`config.mk`:
```
export PLATFORM = sky130hd
export DESIGN_NAME = clk_div_prog_flat
export DESIGN_NICKNAME = d
export VERILOG_FILES = /design/src/rtl/clk_div_pkg.sv /design/src/rtl/clk_div_prog_if.sv /design/src/rtl/clk_div_cfg_shadow.sv /design/src/rtl/clk_div_prog.sv /design/src/flat_wrapper.sv
export SDC_FILE = /design/constraint.sdc
export NUM_CORES = 1
export LEC_CHECK = 0
export CAP_MARGIN = 20
export CORE_UTILIZATION = 45
export CTS_BUF_LIST = sky130_fd_sc_hd__clkbuf_4 sky130_fd_sc_hd__clkbuf_8
export CTS_CLUSTER_DIAMETER = 40
export CTS_CLUSTER_SIZE = 40
export DETAILED_ROUTE_END_ITERATION = 8
export PLACE_DENSITY_LB_ADDON = 0.05
export SKIP_CTS_REPAIR_TIMING = 1
export SLEW_MARGIN = 10
export SYNTH_ARGS = -nofsm -noshare
export SYNTH_HDL_FRONTEND = slang
export SYNTH_SLANG_ARGS = --single-unit
```
`constraint.sdc`:
```
create_clock -name clk -period 2.94 [get_ports clk]
set_input_delay 0.588 -clock clk [delete_from_list [all_inputs] [get_ports clk]]
set_output_delay 0.588 -clock clk [all_outputs]
set_load 0.01 [all_outputs]
```
`src/rtl/clk_div_pkg.sv`:
```
// Shared types, defaults and config validation for the programmable clock divider.
package clk_div_pkg;

   localparam int unsigned CNT_W_DEF = 16;

   typedef enum logic [0:0] {
      IDLE = 1'b0,
      RUN  = 1'b1
   } state_e;

   // Valid iff period >= 2 and 1 <= low phase <= period-1.
   function automatic logic cfg_valid(input logic [31:0] div, input logic [31:0] low);
      return (div >= 32'd2) && (low >= 32'd1) && (low < div);
   endfunction

endpackage

```
`src/rtl/clk_div_prog_if.sv`:
```
// Configuration bus of the clock divider: load request, requested P/L, ack/err pulses.
import clk_div_pkg::*;

interface clk_div_prog_if #(
   parameter int unsigned CNT_W = CNT_W_DEF
);
   logic             cfg_wr;
   logic [CNT_W-1:0] div_val;
   logic [CNT_W-1:0] low_val;
   logic             cfg_ack;
   logic             cfg_err;

   modport master (
      output cfg_wr, div_val, low_val,
      input  cfg_ack, cfg_err
   );

   modport slave (
      input  cfg_wr, div_val, low_val,
      output cfg_ack, cfg_err
   );
endinterface

```
`src/rtl/clk_div_cfg_shadow.sv`:
```
// Validates configuration writes and holds the pending shadow period/low-phase values.
import clk_div_pkg::*;

module clk_div_cfg_shadow #(
   parameter int unsigned CNT_W = CNT_W_DEF
) (
   input  logic             clk,
   input  logic             rst_n,
   input  logic             i_cfg_wr,
   input  logic [CNT_W-1:0] i_div_val,
   input  logic [CNT_W-1:0] i_low_val,
   input  logic             i_apply,
   output logic             o_pending,
   output logic [CNT_W-1:0] o_sh_div,
   output logic [CNT_W-1:0] o_sh_low,
   output logic             o_cfg_err
);

   logic             w_valid;
   logic             r_pending;
   logic [CNT_W-1:0] r_sh_div;
   logic [CNT_W-1:0] r_sh_low;
   logic             r_cfg_err;

   assign w_valid = cfg_valid(32'(i_div_val), 32'(i_low_val));

   // A write landing on the apply edge refills the shadow, so pending stays set.
   always_ff @(posedge clk) begin
      if (!rst_n) begin
         r_pending <= 1'b0;
         r_sh_div  <= '0;
         r_sh_low  <= '0;
         r_cfg_err <= 1'b0;
      end else begin
         r_cfg_err <= i_cfg_wr & ~w_valid;
         if (i_cfg_wr && w_valid) begin
            r_sh_div  <= i_div_val;
            r_sh_low  <= i_low_val;
            r_pending <= 1'b1;
         end else if (i_apply) begin
            r_pending <= 1'b0;
         end
      end
   end

   assign o_pending = r_pending;
   assign o_sh_div  = r_sh_div;
   assign o_sh_low  = r_sh_low;
   assign o_cfg_err = r_cfg_err;

endmodule

```
`src/rtl/clk_div_prog.sv`:
```
// Programmable clock divider: run/stop FSM, period counter, registered local clock and edge strobes.
import clk_div_pkg::*;

module clk_div_prog #(
   parameter int unsigned CNT_W   = CNT_W_DEF,
   parameter int unsigned DEF_DIV = 128,
   parameter int unsigned DEF_LOW = 64
) (
   input  logic           clk,
   input  logic           rst_n,
   input  logic           flag,
   clk_div_prog_if.slave  cfg,
   output logic           clk_local,
   output logic           rise_stb,
   output logic           fall_stb,
   output logic           running
);

   state_e           r_state;
   state_e           w_state_n;
   logic [CNT_W-1:0] r_cnt;
   logic [CNT_W-1:0] w_cnt_n;
   logic [CNT_W-1:0] w_cnt_inc;
   logic [CNT_W-1:0] r_pm1;
   logic [CNT_W-1:0] r_low;
   logic             r_clk;
   logic             w_clk_n;
   logic             r_rise;
   logic             r_fall;
   logic             r_ack;

   logic             w_pending;
   logic [CNT_W-1:0] w_sh_div;
   logic [CNT_W-1:0] w_sh_low;
   logic             w_cfg_err;
   logic             w_wrap;
   logic             w_apply;

   clk_div_cfg_shadow #(
      .CNT_W (CNT_W)
   ) u_shadow (
      .clk       (clk),
      .rst_n     (rst_n),
      .i_cfg_wr  (cfg.cfg_wr),
      .i_div_val (cfg.div_val),
      .i_low_val (cfg.low_val),
      .i_apply   (w_apply),
      .o_pending (w_pending),
      .o_sh_div  (w_sh_div),
      .o_sh_low  (w_sh_low),
      .o_cfg_err (w_cfg_err)
   );

   assign w_wrap    = (r_state == RUN) && (r_cnt == r_pm1);
   assign w_cnt_inc = r_cnt + 1'b1;
   // Apply only at a period boundary: any IDLE edge, or a RUN wrap that keeps running.
   assign w_apply   = w_pending && ((r_state == IDLE) || (flag && w_wrap));

   always_comb begin
      w_state_n = r_state;
      w_cnt_n   = '0;
      w_clk_n   = 1'b0;
      case (r_state)
         IDLE: begin
            if (flag) w_state_n = RUN;
         end
         RUN: begin
            if (!flag) begin
               w_state_n = IDLE;
            end else if (!w_wrap) begin
               w_cnt_n = w_cnt_inc;
               w_clk_n = (w_cnt_inc >= r_low);
            end
         end
         default: w_state_n = IDLE;
      endcase
   end

   always_ff @(posedge clk) begin
      if (!rst_n) begin
         r_state <= IDLE;
         r_cnt   <= '0;
         r_pm1   <= CNT_W'(DEF_DIV - 1);
         r_low   <= CNT_W'(DEF_LOW);
         r_clk   <= 1'b0;
         r_rise  <= 1'b0;
         r_fall  <= 1'b0;
         r_ack   <= 1'b0;
      end else begin
         r_state <= w_state_n;
         r_cnt   <= w_cnt_n;
         r_clk   <= w_clk_n;
         r_rise  <= w_clk_n & ~r_clk;
         r_fall  <= ~w_clk_n & r_clk;
         r_ack   <= w_apply;
         if (w_apply) begin
            r_pm1 <= w_sh_div - 1'b1;
            r_low <= w_sh_low;
         end
      end
   end

   assign clk_local   = r_clk;
   assign rise_stb    = r_rise;
   assign fall_stb    = r_fall;
   assign running     = (r_state == RUN);
   assign cfg.cfg_ack = r_ack;
   assign cfg.cfg_err = w_cfg_err;

endmodule

```
`src/flat_wrapper.sv`:
```
// flat-port wrapper written by rule: the top's interface ports become plain ports
module clk_div_prog_flat 
#(
   parameter int unsigned CNT_W   = CNT_W_DEF,
   parameter int unsigned DEF_DIV = 128,
   parameter int unsigned DEF_LOW = 64
)
  (clk, rst_n, flag, clk_local, rise_stb, fall_stb, running, cfg_cfg_wr, cfg_div_val, cfg_low_val, cfg_cfg_ack, cfg_cfg_err);
  clk_div_prog_if #(.CNT_W(CNT_W)) cfg_i ();
  input  logic clk;
  input  logic rst_n;
  input  logic flag;
  output logic clk_local;
  output logic rise_stb;
  output logic fall_stb;
  output logic running;
  input wire logic [$bits(cfg_i.cfg_wr)-1:0] cfg_cfg_wr;
  input wire logic [$bits(cfg_i.div_val)-1:0] cfg_div_val;
  input wire logic [$bits(cfg_i.low_val)-1:0] cfg_low_val;
  output wire logic [$bits(cfg_i.cfg_ack)-1:0] cfg_cfg_ack;
  output wire logic [$bits(cfg_i.cfg_err)-1:0] cfg_cfg_err;
  assign cfg_i.cfg_wr = cfg_cfg_wr;
  assign cfg_i.div_val = cfg_div_val;
  assign cfg_i.low_val = cfg_low_val;
  assign cfg_cfg_ack = cfg_i.cfg_ack;
  assign cfg_cfg_err = cfg_i.cfg_err;
  clk_div_prog #(.CNT_W(CNT_W), .DEF_DIV(DEF_DIV), .DEF_LOW(DEF_LOW)) u_core (.clk(clk), .rst_n(rst_n), .flag(flag), .cfg(cfg_i), .clk_local(clk_local), .rise_stb(rise_stb), .fall_stb(fall_stb), .running(running));
endmodule
```
==> flow_summary_export.csv, run 1 <==
group,metric,value,unit
hold_path,hold_class,"register to register",
synth,async_flop_share,0,%
global_routing,grt_pass1_vias,3622,
routing,wl,10670,um
routing,ant_nets,0,
clocking,numCtsBuffers,9,
pwr,p_total,2.468,mW
status,outcome,"finished clean",
finish,fin_nets,655,
synth,ys_ff_latch,87,
sta,setup_viol,0,
floorplan,die-area,10620,sq um
finish,n_fill_cell,962,
critical_path,crit_type,"register to register",
routing,routedWlPerCell,14.82,um
sta,fin_hold_ws,0.4493,ns
clocking,cts_tree,"yes",
floorplan,io_pins,42,
global_routing,grt_max_degree,75,
sta,tightest_slew,1.010,ns
global_routing,antenna_found_initial,0,
pwr,cellPowerDensity,458.8,nW/um^2
synth,syn_nets,609,
clocking,cts_sinks,87,
sta,drv_slew,0,
floorplan,fp-row-count,36,
routing,first_pass_iters,6,
synth,synth-edff-count,0,
pwr,vdd_ir_drop_max,0.2867,mV
global_routing,grt.overflow.total,0,
synth,yosys_warnings,0,
floorplan,core-area,9819,sq um
synth,synth_flop_cell,"dfxtp_1",
synth,synth_xor_xnor_area_share,7.812,%
sta,fmaxAchievable,0.3863,GHz
critical_path,worstPathMaxFanout,5,
routing,vias,3683,
clocking,htree_levels,3,
floorplan,start_util,46.81,%
critical_path,critPathRequiredTime,3.20,ns
synth,seq_area_frac_synth,37.89,%
sta,fin_skew,0.009528,ns
finish,layout_common_cells,"nand2_1 (110), dfxtp_1 (87), clkdlybuf4s50_1 (40)",
placement,gp_congestion,0.8409,
placement,port_buffers,41,
synth,synth-simple-area-share,23.22,%
synth,synth_top_family_by_area,"simple AND/OR/NAND/NOR gates",
finish,final_common_cell,"nand2_1",
clocking,clk_pin_slew,0.08,ns
critical_path,crit_arrival,2.85,ns
clocking,clock_latency,0.36,ns
finish,antennaDiodeCount,0,
sta,min_period_over_period,88.04,%
synth,netlist_area,4597,sq um
sta,slew_headroom,32.45,%
critical_path,start_kind,"register",
synth,avgSynthCellArea,8.513,sq um
finish,area_growth,17.01,%
flow_run,cap_viol_max_count,0,
sta,setup_tns,0,ns
floorplan,die_x,103.1,um
routing,drc_errors,0,
clocking,cts_root_buf,"clkbuf_8",
synth,synth.distinct_cells,43,
routing,first_iter_violations,147,
finish,layout-drive-gt1-share,6.985,%
clocking,cts_max_path_buffers,2,
critical_path,end_kind,"register",
pwr,leakage,2.246,nW
routing,avgViaCountPerCell,5.115,
sta,final.min_clock_period,2.588,ns
synth,synthMuxAreaShare,7.621,%
sta,hold_violations,0,
placement,post-dp-hpwl,8086,um
global_routing,grt_pass1_wl,17750,um
global_routing,grt_usage,22.31,%
synth,netlist_instances,540,
sta,rsz0062_at_grt,"no",
floorplan,fp.dieH,103.1,um
synth,synth-compound-area-share,8.111,%
synth,synth_fa_ha_area_share,8.982,%
-- per-stage QoR --
step	cell area (sq um)	setup slack [ns]	cells	util, %
2_1_floorplan	4597	0.7228	540	-
3_3_place_gp	5206	0.08006	708	53.02
3_5_place_dp	5206	0.002398	708	53.02
4_1_cts	5379	0.3035	720	54.78
5_1_grt	5379	0.1326	720	54.78
6_report	5379	0.3516	720	54.78
-- cell families after synthesis --
logic type	Yosys count
simple gates	221
fa+ha+maj	33
compound gates	62
flops	87
buf+inv	61
mux	35
xor+xnor	41
-- flip-flops by register name (all words and copies together) (netlist names) --
signal	count
u_core.u_shadow.o_cfg_err	1
u_core.u_shadow.o_sh_div	16
u_core.r_cnt	16
u_core.fall_stb	1
u_core.r_pm1	16
u_core.u_shadow.o_pending	1
u_core.running	1
u_core.cfg.cfg_ack	1
u_core.rise_stb	1
u_core.clk_local	1
u_core.u_shadow.o_sh_low	16
u_core.r_low	16
-- cells in the mapped netlist, drive strengths merged (4+ instances only) --
cell	number	area share, %
nand2	110	9.0
dfxtp	87	38
mux2i	35	7.6
nand3	35	3.8
ha	33	9.0
inv	33	2.7
o21ai	30	3.3
xnor2	30	5.7
and3	21	2.9
clkbuf	18	1.5
nor2	15	1.2
nor4	12	2.1
a21oi	11	1.2
xor2	11	2.1
buf	10	2.2
nand4	8	1.1
a21o	4	0.65
nor2b	4	0.54
nor3b	4	0.65
-- path summary, 6_finish.rpt --
kind | start | end | slack (ns) | depth (start not counted)
worst min register to register | u_core.r_low[1] | u_core.r_low[1] | 0.45 | 2
worst max register to register | u_core.r_cnt[0] | u_core.clk_local | 0.35 | 10
worst min-delay path | u_core.r_low[1] | u_core.r_low[1] | 0.45 | 2
worst max-delay path | u_core.r_cnt[0] | u_core.clk_local | 0.35 | 10
-- critical path, stage by stage, from the launching register on --
cell and delay (ns):
dfxtp_1 0.44, ha_1 0.23, nand3_1 0.15, nor2_1 0.32, nand3_1 0.14, xnor2_1 0.22, ha_1 0.28, and4_1 0.22
a21oi_1 0.14, o211ai_1 0.14, and3_1 0.20
-- per-layer routing --
metal	part of all wire [%]	wire length [um]	GRT usage, %
met3	3.4	364	4.271
met2	45	4755	36.15
met5	0	0	0
met4	2.6	281	9.967
met1	49	5268	28.81
-- power breakdown --
part	total, mW	internal, mW	switching, mW
sequential	1.27	1.23	0.0451
combinational	0.406	0.198	0.208
clock	0.787	0.396	0.391
-- layout make-up --
cell class              instances  area, sq um  share of cell area [%]
clock buffers                  10        137.6                   2.559
multi-input cells             392         2564                   47.66
repair buffers                 63        610.6                   11.35
flip-flops and latches         87         1742                   32.38
well taps                     133        166.4                   3.094
inverters                      33        123.9                   2.303
clock inverters                 2        35.03                  0.6513
(Power assumes the default switching activity.)
==> run 2, diff against run 1 <==
- CTS_CLUSTER_SIZE: 40 -> 8
==> results of run 2 <==
No change in the layout: final DEF, timing and power equal those of run 1.
==> run 3, diff against run 2 <==
- CORE_MARGIN: default -> 3
- CORE_UTILIZATION: 45 -> 60
==> flow_summary_export.csv, run 3 (synthesis gave the netlist of run 1 again) <==
group,metric,value,unit
routing,routedWlPerCell,14.97,um
critical_path,crit_type,"register to register",
critical_path,crit_arrival,2.93,ns
routing,first_iter_violations,209,
floorplan,core-area,7331,sq um
finish,antennaDiodeCount,0,
routing,first_pass_iters,4,
critical_path,worstPathMaxFanout,6,
hold_path,holdCritStartpoint,"u_core.r_low[12]",
clocking,htree_levels,3,
sta,min_period_over_period,90.91,%
sta,setup_viol,0,
critical_path,cp_slowest_cell,"dfxtp_1",
clocking,clk_pin_slew,0.08,ns
global_routing,grt_usage,25.06,%
placement,post-dp-hpwl,7840,um
floorplan,die-area,8748,sq um
routing,vias,3760,
clocking,cts_max_path_buffers,2,
routing,highest_layer,"met4",
flow_run,cap_viol_max_count,0,
hold_path,hold_class,"register to register",
critical_path,crit_path_cell_trace,"ha_1, nand3_1, nor2_1, nand3_1, xnor2_1, ha_1, and4_1, a21oi_1, o211ai_1, and3_1",
sta,rsz0062_at_grt,"no",
critical_path,max_stage_delay,0.48,ns
sta,fmaxAchievable,0.3742,GHz
finish,fin_util,72.26,%
clocking,clock_latency,0.36,ns
placement,gp_congestion,0.9106,
floorplan,fp.dieH,93.53,um
pwr,cellPowerDensity,468.9,nW/um^2
floorplan,start_util,62.71,%
critical_path,crit_start,"u_core.r_cnt[0]",
clocking,cts_tree,"yes",
sta,fin_skew,0.01185,ns
clocking,cts_sinks,87,
routing,dr_wl_met3,383,um
sta,slew_headroom,37.60,%
global_routing,antenna_found_initial,0,
sta,final.min_clock_period,2.673,ns
status,outcome,"finished clean",
pwr,vdd_ir_drop_max,0.2382,mV
sta,hold_violations,0,
critical_path,start_kind,"register",
routing,wl,10210,um
routing,ant_nets,0,
clocking,numCtsBuffers,9,
routing,wl_met1,4766,um
global_routing,grt_pass1_wl,17280,um
critical_path,critPathRequiredTime,3.20,ns
routing,wl_met2,4844,um
routing,drc_errors,0,
finish,final_common_cell,"nand2_1",
floorplan,fp-row-count,31,
finish,layout_common_cells,"nand2_1 (110), dfxtp_1 (87), clkdlybuf4s50_1 (40)",
floorplan,die_x,93.53,um
finish,fin_nets,648,
critical_path,end_kind,"register",
critical_path,r2r-start,"u_core.r_cnt[0]",
global_routing,grt.overflow.total,0,
sta,setup_tns,0,ns
clocking,cts_root_buf,"clkbuf_8",
sta,tightest_slew,0.9326,ns
routing,avgViaCountPerCell,5.513,
global_routing,grt_max_degree,78,
sta,drv_slew,0,
floorplan,io_pins,42,
placement,port_buffers,41,
finish,layout-drive-gt1-share,6.346,%
global_routing,grt_pass1_vias,3722,
finish,area_growth,15.24,%
pwr,leakage,2.216,nW
run 3: routing by layer:
layer	vias up	track usage (%)
li1	1916	-
met1	1724	32.55
met2	102	40.44
met3	18	4.666
met4	0	11.19
met5	-	0
run 3: cell type report:
class                   count  area [sq um]
multi-input cells         392          2564
fillers                   577          2033
flip-flops and latches     87          1742
repair buffers             56         558.0
clock buffers              11         138.9
inverters                  33         123.9
well taps                  99         123.9
clock inverters             4         47.55
run 3: path summary, 6_finish.rpt:
path,slack [ns],cells past startpoint,end
max,0.27,10,u_core.clk_local
min,0.45,2,u_core.r_low[12]
max reg2reg,0.27,10,u_core.clk_local
min reg2reg,0.45,2,u_core.r_low[12]
run 3: where the power goes:
part	total (mW)	switching, mW	internal [mW]	leakage [nW]
Combinational	0.401	0.205	0.195	1.41
Sequential	1.27	0.0450	1.23	0.708
Clock	0.808	0.404	0.405	0.0960
run 3: critical path: cells and delay by family, from the launching register on:
kind	cells	cell delay (ns)
adder cells (fa/ha/maj)	2	0.53
AND/OR/NAND/NOR	5	1.04
XOR/XNOR	1	0.26
flip-flops	1	0.48
AO/OA/AOI/OAI	2	0.26
run 3: through the flow:
stage	instance area [sq um]	setup WS [ns]	std cells	power, mW	hold WS (ns)
floorplan	4597	0.7228	540	1.569	0.4284
global placement	5111	0.1257	667	1.686	0.4372
detailed placement	5111	0.005659	667	1.701	0.4422
CTS	5298	0.2968	682	2.496	0.4529
global route	5298	0.02772	682	2.594	0.4715
finish	5298	0.2673	682	2.484	0.4532
